$ cat src/rtl/u_lsu_pipe_if.sv
// Request/response and SRAM bus bundle for the load/store unit.
// The slave modport is the LSU's view; the master modport is the core/SRAM side.
`timescale 1ns/1ps
interface u_lsu_pipe_if #(
    parameter int AW = 16
);
    logic          lsu_req_vld;
    logic          lsu_req_rdy;
    logic [31:0]   lsu_a;
    logic          lsu_wr;
    logic [1:0]    lsu_size;
    logic          lsu_uns;
    logic [31:0]   lsu_wd;
    logic          lsu_vld;
    logic          lsu_rsp_rdy;
    logic [31:0]   lsu_rd;
    logic          lsu_err;
    logic [AW-1:0] dat_a;
    logic [3:0]    dat_we;
    logic [31:0]   dat_wd;
    logic [3:0]    dat_re;
    logic [31:0]   dat_rd;

    modport slave (
        input  lsu_req_vld, lsu_a, lsu_wr, lsu_size, lsu_uns, lsu_wd, lsu_rsp_rdy, dat_rd,
        output lsu_req_rdy, lsu_vld, lsu_rd, lsu_err, dat_a, dat_we, dat_wd, dat_re
    );

    modport master (
        output lsu_req_vld, lsu_a, lsu_wr, lsu_size, lsu_uns, lsu_wd, lsu_rsp_rdy, dat_rd,
        input  lsu_req_rdy, lsu_vld, lsu_rd, lsu_err, dat_a, dat_we, dat_wd, dat_re
    );
endinterface

$ cat src/rtl/u_lsu_pipe.sv
// Pipelined load/store unit: drives SRAM strobes on accept, delays request info by RD_LAT,
// then extends load data and returns in-order responses through a credit-guarded FIFO.
`timescale 1ns/1ps
module u_lsu_pipe #(
    parameter int AW        = 16,
    parameter int RD_LAT    = 1,
    parameter int RSP_DEPTH = 4
) (
    input  logic         clk,
    input  logic         rstn,
    u_lsu_pipe_if.slave  bus
);
    localparam int CW = $clog2(RSP_DEPTH + 1);
    localparam int PW = (RSP_DEPTH > 1) ? $clog2(RSP_DEPTH) : 1;
    localparam logic [CW-1:0] DEPTH_C  = CW'(RSP_DEPTH);
    localparam logic [PW-1:0] LAST_PTR = PW'(RSP_DEPTH - 1);

    typedef struct packed {
        logic       vld;
        logic       isLoad;
        logic [1:0] size;
        logic       uns;
        logic [1:0] ofs;
        logic       err;
    } stage_t;

    stage_t        pipe_q [RD_LAT];
    stage_t        inS;
    stage_t        exitS;
    logic [31:0]   rspRd_q [RSP_DEPTH];
    logic          rspErr_q [RSP_DEPTH];
    logic [PW-1:0] wrPtr_q, rdPtr_q;
    logic [CW-1:0] fifoCnt_q, fifoCnt_d;
    logic [CW-1:0] credit_q, credit_d;
    logic          accept, reqErr;
    logic [3:0]    mask;
    logic [31:0]   wdRep, lane, exitRd;
    logic          exitErr, fifoEmpty, pop, bypass, push, fifoPop;

    function automatic logic [PW-1:0] nextPtr(input logic [PW-1:0] p);
        return (p == LAST_PTR) ? '0 : p + 1'b1;
    endfunction

    always_comb begin
        reqErr = (bus.lsu_size == 2'd3)
               | ((bus.lsu_size == 2'd1) & bus.lsu_a[0])
               | ((bus.lsu_size == 2'd2) & (bus.lsu_a[1:0] != 2'd0))
               | ((bus.lsu_a >> AW) != 32'd0);
        mask  = 4'b1111;
        wdRep = bus.lsu_wd;
        case (bus.lsu_size)
            2'd0: begin
                mask  = 4'b0001 << bus.lsu_a[1:0];
                wdRep = {4{bus.lsu_wd[7:0]}};
            end
            2'd1: begin
                mask  = 4'b0011 << bus.lsu_a[1:0];
                wdRep = {2{bus.lsu_wd[15:0]}};
            end
            default: ;
        endcase
    end

    // Credits cover both the delay pipe and the FIFO, so a full FIFO can never be overrun.
    assign bus.lsu_req_rdy = rstn & (credit_q < DEPTH_C);
    assign accept          = bus.lsu_req_vld & bus.lsu_req_rdy;
    assign bus.dat_a       = {bus.lsu_a[AW-1:2], 2'b00};
    assign bus.dat_wd      = wdRep;
    assign bus.dat_we      = (accept & ~reqErr &  bus.lsu_wr) ? mask : 4'b0000;
    assign bus.dat_re      = (accept & ~reqErr & ~bus.lsu_wr) ? mask : 4'b0000;

    always_comb begin
        inS.vld    = accept;
        inS.isLoad = ~bus.lsu_wr;
        inS.size   = bus.lsu_size;
        inS.uns    = bus.lsu_uns;
        inS.ofs    = bus.lsu_a[1:0];
        inS.err    = reqErr;
    end

    always_ff @(posedge clk or negedge rstn) begin
        if (!rstn) begin
            for (int i = 0; i < RD_LAT; i++) pipe_q[i] <= '0;
        end else begin
            pipe_q[0] <= inS;
            for (int i = 1; i < RD_LAT; i++) pipe_q[i] <= pipe_q[i-1];
        end
    end

    assign exitS   = pipe_q[RD_LAT-1];
    assign exitErr = exitS.vld & exitS.err;

    // The last pipe stage lines up with the cycle dat_rd is valid for that request.
    always_comb begin
        lane   = bus.dat_rd >> {exitS.ofs, 3'b000};
        exitRd = '0;
        if (exitS.vld && exitS.isLoad && !exitS.err) begin
            case (exitS.size)
                2'd0:    exitRd = exitS.uns ? {24'b0, lane[7:0]}  : {{24{lane[7]}}, lane[7:0]};
                2'd1:    exitRd = exitS.uns ? {16'b0, lane[15:0]} : {{16{lane[15]}}, lane[15:0]};
                default: exitRd = lane;
            endcase
        end
    end

    // An empty FIFO forwards the exiting response directly so it is seen at accept+RD_LAT.
    assign fifoEmpty   = (fifoCnt_q == '0);
    assign bus.lsu_vld = ~fifoEmpty | exitS.vld;
    assign bus.lsu_rd  = fifoEmpty ? exitRd  : rspRd_q[rdPtr_q];
    assign bus.lsu_err = fifoEmpty ? exitErr : rspErr_q[rdPtr_q];
    assign pop         = bus.lsu_vld & bus.lsu_rsp_rdy;
    assign bypass      = fifoEmpty & exitS.vld & bus.lsu_rsp_rdy;
    assign push        = exitS.vld & ~bypass;
    assign fifoPop     = pop & ~fifoEmpty;
    assign fifoCnt_d   = fifoCnt_q + CW'(push) - CW'(fifoPop);
    assign credit_d    = credit_q + CW'(accept) - CW'(pop);

    always_ff @(posedge clk or negedge rstn) begin
        if (!rstn) begin
            wrPtr_q   <= '0;
            rdPtr_q   <= '0;
            fifoCnt_q <= '0;
            credit_q  <= '0;
        end else begin
            fifoCnt_q <= fifoCnt_d;
            credit_q  <= credit_d;
            if (push)    wrPtr_q <= nextPtr(wrPtr_q);
            if (fifoPop) rdPtr_q <= nextPtr(rdPtr_q);
        end
    end

    always_ff @(posedge clk) begin
        if (push) begin
            rspRd_q[wrPtr_q]  <= exitRd;
            rspErr_q[wrPtr_q] <= exitErr;
        end
    end
endmodule

$ cat src/flat_wrapper.sv
// flat-port wrapper written by rule: the top's interface ports become plain ports
module u_lsu_pipe_flat 
#(
    parameter int AW        = 16,
    parameter int RD_LAT    = 1,
    parameter int RSP_DEPTH = 4
)
  (clk, rstn, bus_lsu_req_vld, bus_lsu_a, bus_lsu_wr, bus_lsu_size, bus_lsu_uns, bus_lsu_wd, bus_lsu_rsp_rdy, bus_dat_rd, bus_lsu_req_rdy, bus_lsu_vld, bus_lsu_rd, bus_lsu_err, bus_dat_a, bus_dat_we, bus_dat_wd, bus_dat_re);
  u_lsu_pipe_if #(.AW(AW)) bus_i ();
  input  logic clk;
  input  logic rstn;
  input wire logic [$bits(bus_i.lsu_req_vld)-1:0] bus_lsu_req_vld;
  input wire logic [$bits(bus_i.lsu_a)-1:0] bus_lsu_a;
  input wire logic [$bits(bus_i.lsu_wr)-1:0] bus_lsu_wr;
  input wire logic [$bits(bus_i.lsu_size)-1:0] bus_lsu_size;
  input wire logic [$bits(bus_i.lsu_uns)-1:0] bus_lsu_uns;
  input wire logic [$bits(bus_i.lsu_wd)-1:0] bus_lsu_wd;
  input wire logic [$bits(bus_i.lsu_rsp_rdy)-1:0] bus_lsu_rsp_rdy;
  input wire logic [$bits(bus_i.dat_rd)-1:0] bus_dat_rd;
  output wire logic [$bits(bus_i.lsu_req_rdy)-1:0] bus_lsu_req_rdy;
  output wire logic [$bits(bus_i.lsu_vld)-1:0] bus_lsu_vld;
  output wire logic [$bits(bus_i.lsu_rd)-1:0] bus_lsu_rd;
  output wire logic [$bits(bus_i.lsu_err)-1:0] bus_lsu_err;
  output wire logic [$bits(bus_i.dat_a)-1:0] bus_dat_a;
  output wire logic [$bits(bus_i.dat_we)-1:0] bus_dat_we;
  output wire logic [$bits(bus_i.dat_wd)-1:0] bus_dat_wd;
  output wire logic [$bits(bus_i.dat_re)-1:0] bus_dat_re;
  assign bus_i.lsu_req_vld = bus_lsu_req_vld;
  assign bus_i.lsu_a = bus_lsu_a;
  assign bus_i.lsu_wr = bus_lsu_wr;
  assign bus_i.lsu_size = bus_lsu_size;
  assign bus_i.lsu_uns = bus_lsu_uns;
  assign bus_i.lsu_wd = bus_lsu_wd;
  assign bus_i.lsu_rsp_rdy = bus_lsu_rsp_rdy;
  assign bus_i.dat_rd = bus_dat_rd;
  assign bus_lsu_req_rdy = bus_i.lsu_req_rdy;
  assign bus_lsu_vld = bus_i.lsu_vld;
  assign bus_lsu_rd = bus_i.lsu_rd;
  assign bus_lsu_err = bus_i.lsu_err;
  assign bus_dat_a = bus_i.dat_a;
  assign bus_dat_we = bus_i.dat_we;
  assign bus_dat_wd = bus_i.dat_wd;
  assign bus_dat_re = bus_i.dat_re;
  u_lsu_pipe #(.AW(AW), .RD_LAT(RD_LAT), .RSP_DEPTH(RSP_DEPTH)) u_core (.clk(clk), .rstn(rstn), .bus(bus_i));
endmodule
$ cat config.mk
export PLATFORM = sky130hd
export DESIGN_NAME = u_lsu_pipe_flat
export DESIGN_NICKNAME = d
export VERILOG_FILES = /design/src/rtl/u_lsu_pipe_if.sv /design/src/rtl/u_lsu_pipe.sv /design/src/flat_wrapper.sv
export SDC_FILE = /design/constraint.sdc
export NUM_CORES = 1
export LEC_CHECK = 0
export CORE_MARGIN = 10
export CORE_UTILIZATION = 49
export CTS_BUF_LIST = sky130_fd_sc_hd__clkbuf_4 sky130_fd_sc_hd__clkbuf_8 sky130_fd_sc_hd__clkbuf_16
export CTS_CLUSTER_DIAMETER = 60
export DETAILED_ROUTE_END_ITERATION = 6
export HOLD_SLACK_MARGIN = 0.05
export PLACE_DENSITY = 0.85
export SLEW_MARGIN = 20
export SYNTH_ARGS = -nofsm -noshare
export SYNTH_HDL_FRONTEND = slang
export SYNTH_SLANG_ARGS = --single-unit
$ cat constraint.sdc
create_clock -name clk -period 3.05 [get_ports clk]
set_clock_uncertainty 0.15 [all_clocks]
set_input_delay 0.61 -clock clk [delete_from_list [all_inputs] [get_ports clk]]
set_output_delay 0.61 -clock clk [all_outputs]
set_load 0.005 [all_outputs]
==> impl_metrics.py, run 1 <==
metrics = {
    "run": {
        "cap_violations": 0,
    },
    "timing": {
        "report.final.slew_viol_count": 0,
        "fin_ws_ns": 0.0369,
        "finalCritPeriodShare_pct": 98.8,
        "finalCriticalPeriod_ns": 3.01,
        "timing.fmax_ghz": 0.332,
        "whs_ns": 0.350,
        "final_hold_viol_count": 0,
        "slew_headroom_pct": 54.0,
        "rsz0062_at_grt": "true",
        "finalSetupViolations": 0,
        "worst_slew_pin_slew_ns": 0.688,
    },
    "power": {
        "power.density_nw_per_um2": 703,
        "p_leak_nw": 4.11,
        "pwr-share-seq_pct": 33.7,
        "power_frac_comb_pct": 39.0,
        "switchingPower_w": 0.00228,
        "p_int_w": 0.00525,
        "ir_drop_mv": 0.457,
        "p_sw_share_pct": 30.2,
        "p_clk_share_pct": 27.3,
    },
    "synth": {
        "syn_area_per_cell_um2": 14.1,
        "synth_seq_cells": 150,
        "synthesis.area_um2": 7440,
        "synth-warning-count": 0,
        "ys_seq_area_share_pct": 59.3,
        "syn_inst": 528,
        "synth_cell_types": 41,
    },
    "final_layout": {
        "finalNonFillerCells": 962,
        "drive_gt1_share_pct": 34.0,
        "nets": 879,
        "area_growth_pct": 43.9,
        "finish.utilization_pct": 72.9,
        "finalInstanceArea_um2": 10700,
    },
    "detailed_routing": {
        "viasPerCell": 6.02,
        "wl_mm": 23.9,
        "ant_nets": 0,
        "routed-via-count": 5791,
        "firstDrtPassIters": 5,
        "wl_per_cell_um": 24.9,
        "drc": 0,
        "dr.first_iter.drc_count": 460,
    },
    "run_status": {
        "status": "finished clean",
    },
    "place": {
        "io_buffers": 164,
        "dpl_cell_area_um2": 9560,
        "placed_cells_incl_taps": 885,
        "place_congestion": 0.847,
        "pre_cts_slack_ns": -0.502,
        "hpwl_mm": 15.0,
    },
    "floorplanning": {
        "die-area_um2": 20500,
        "die-height_um": 143,
        "core_um2": 14700,
        "io_pins": 195,
        "rows": 44,
        "start_util_pct": 50.6,
        "die_x_um": 143,
    },
    "clocking": {
        "clock_sinks": 150,
        "cts_buffer_depth": 2,
        "hold_buffers": 0,
        "cts_made_buffers": 17,
        "root_buffer": "clkbuf_16",
        "cts_tree": "yes",
        "clk_latency_ns": 0.42,
        "ctsHtreeMaxLevel": 4,
        "cts.clk_slew.worst_paths_ns": 0.06,
    },
    "setup_path": {
        "arrival_ns": 2.25,
        "required_ns": 2.29,
        "cp_max_fo": 5,
        "cp-start-kind": "flop",
        "crit_type": "flop to primary output",
        "r2r_cells": 11,
        "r2r_setup_slack_ns": 0.30,
        "worstSetupEndpointType": "primary output",
    },
    "global_route": {
        "grt_usage_pct": 22.5,
        "grt_pass1_wl_mm": 35.1,
        "grt_max_degree": 34,
        "grt_pass1_vias": 6113,
        "antenna_found_initial": 1,
        "gr-total-overflow": 0,
    },
    "min_path": {
        "min_delay_path_depth": 1,
        "worstHoldPathType": "flop to flop",
    },
}
==> cells by family (layout without fill, tap and decap cells) <==
group | Yosys count | in the layout | synth area share [%]
simple gates | 136 | 137 | 9.10
xor+xnor | 4 | 4 | 0.471
buf+inv | 69 | 316 | 5.18
compound gates | 74 | 74 | 6.52
fa+ha+maj | 11 | 11 | 2.05
mux | 83 | 83 | 17.3
flops | 150 | 150 | 59.3
other cells | 1 | 3 | 0.0504
==> worst paths after layout <==
kind | startpoint | endpoint
setup reg to reg | u_core.fifoCnt_q[2] | u_core.fifoCnt_q[2]
max in group asynchronous | rstn | u_core.rdPtr_q[0]
hold / removal | u_core.credit_q[1] | u_core.credit_q[2]
setup / recovery | u_core.exitS[1] | bus_lsu_rd[30]
hold reg to reg | u_core.credit_q[1] | u_core.credit_q[2]
min in group asynchronous | rstn | u_core.fifoCnt_q[2]
==> what timing repair did <==
action | CTS | global route
gates resized for setup | 104 | 69
endpoints found under the hold margin | 0 | 0
pin swaps | 17 | 16
buffers inserted | 25 | 15
cloned | 3 | 1
endpoints found under the setup margin | 48 | 34
==> state kept, by name (all words and copies together), names as in the netlist <==
signal            flops
u_core.exitS          8
u_core.rspRd_q      128
u_core.credit_q       3
u_core.rspErr_q       4
u_core.fifoCnt_q      3
u_core.rdPtr_q        2
u_core.wrPtr_q        2
==> cells in the final DEF, fill, tap and decap left out, types with 12 or more instances in the layout <==
master,instances
nor2_1,28
buf_12,12
dlygate4sd2_1,15
buf_4,86
edfxtp_1,132
clkdlybuf4s50_1,112
mux2_2,22
mux4_2,34
inv_1,14
clkbuf_16,18
clkbuf_2,17
nand2_1,57
mux2i_1,18
dfrtp_1,15
==> cells in the mapped netlist (all sizes together) <==
| master | instances | area, um2 |
|---|---|---|
| a211o | 1 | 8.76 |
| a211oi | 20 | 150 |
| a21boi | 1 | 7.51 |
| a21o | 2 | 15.0 |
| a21oi | 12 | 60.1 |
| and2 | 8 | 50.1 |
| and4 | 2 | 17.5 |
| buf | 36 | 262 |
| clkbuf | 19 | 71.3 |
| conb | 1 | 3.75 |
| dfrtp | 18 | 450 |
| edfxtp | 132 | 3960 |
| fa | 2 | 40.0 |
| ha | 9 | 113 |
| inv | 14 | 52.6 |
| mux2 | 25 | 282 |
| mux2i | 24 | 240 |
| mux4 | 34 | 766 |
| nand2 | 59 | 226 |
| nand2b | 2 | 12.5 |
| nand3b | 2 | 15.0 |
| nand4 | 3 | 48.8 |
| nor2 | 29 | 109 |
| nor2b | 13 | 81.3 |
| nor3 | 3 | 20.0 |
| nor4 | 12 | 75.1 |
| o211ai | 9 | 77.6 |
| o21ai | 20 | 100 |
| o22ai | 1 | 6.26 |
| o31ai | 8 | 60.1 |
| or2 | 2 | 15.0 |
| or3 | 1 | 6.26 |
| xnor2 | 4 | 35.0 |
==> cell type report <==
| cell class | count | area [um2] |
|---|---|---|
| timing repair buffer | 270 | 2560 |
| clock buffer | 18 | 433 |
| inverter | 14 | 52.6 |
| tap | 184 | 230 |
| fill | 885 | 3990 |
| clock inverter | 14 | 153 |
| multi-input combinational | 311 | 2870 |
| sequential | 150 | 4420 |
| antenna | 1 | 2.50 |
==> power by group through the flow <==
stage / Sequential (W) / Combinational, W / Clock (W)
after floorplan: 0.00253 / 0.00149 / 0
after global placement: 0.00255 / 0.00277 / 0
after detailed placement: 0.00257 / 0.00284 / 0
after CTS: 0.00253 / 0.00294 / 0.00207
after global routing: 0.00255 / 0.00317 / 0.00216
final: 0.00254 / 0.00294 / 0.00206
==> per-stage QoR <==
| stage | setup TNS [ns] | total power [W] |
|---|---|---|
| after floorplan | 0 | 0.00402 |
| after detailed placement | -13.40 | 0.00541 |
| final | 0 | 0.00753 |
| after global placement | -12.62 | 0.00532 |
| after CTS | -0.140 | 0.00754 |
| after global routing | -0.145 | 0.00787 |
==> worst max-delay path, cell delays in order, from the launching register on <==
cell	delay [ns]
dfrtp_2	0.47
buf_4	0.17
mux2i_1	0.14
o211ai_1	0.21
buf_4	0.19
nand4_4	0.16
buf_6	0.19
buf_4	0.12
o211ai_2	0.04
buf_2	0.13
==> layer usage <==
layer | GRT usage, % | wire length [um] | share of wire, % | up-vias
met5 | 0 | 0 | 0 | -
met4 | 13.4 | 1310 | 5.5 | 0
met3 | 8.46 | 2600 | 11 | 101
met2 | 37.4 | 11800 | 49 | 396
met1 | 24.2 | 8220 | 34 | 2824
li1 | - | - | - | 2470
Note: power is estimated with default switching activity, not from simulation.
==> run 2, diff against run 1 <==
- CTS_CLUSTER_SIZE: default -> 20
==> results of run 2 <==
Same layout as run 1: the final DEF is identical, and so are final timing and power.
==> run 3, diff against run 2 <==
- CTS_CLUSTER_DIAMETER: 60 -> default
==> results of run 3 <==
Same layout as run 1: the final DEF is identical, and so are final timing and power.
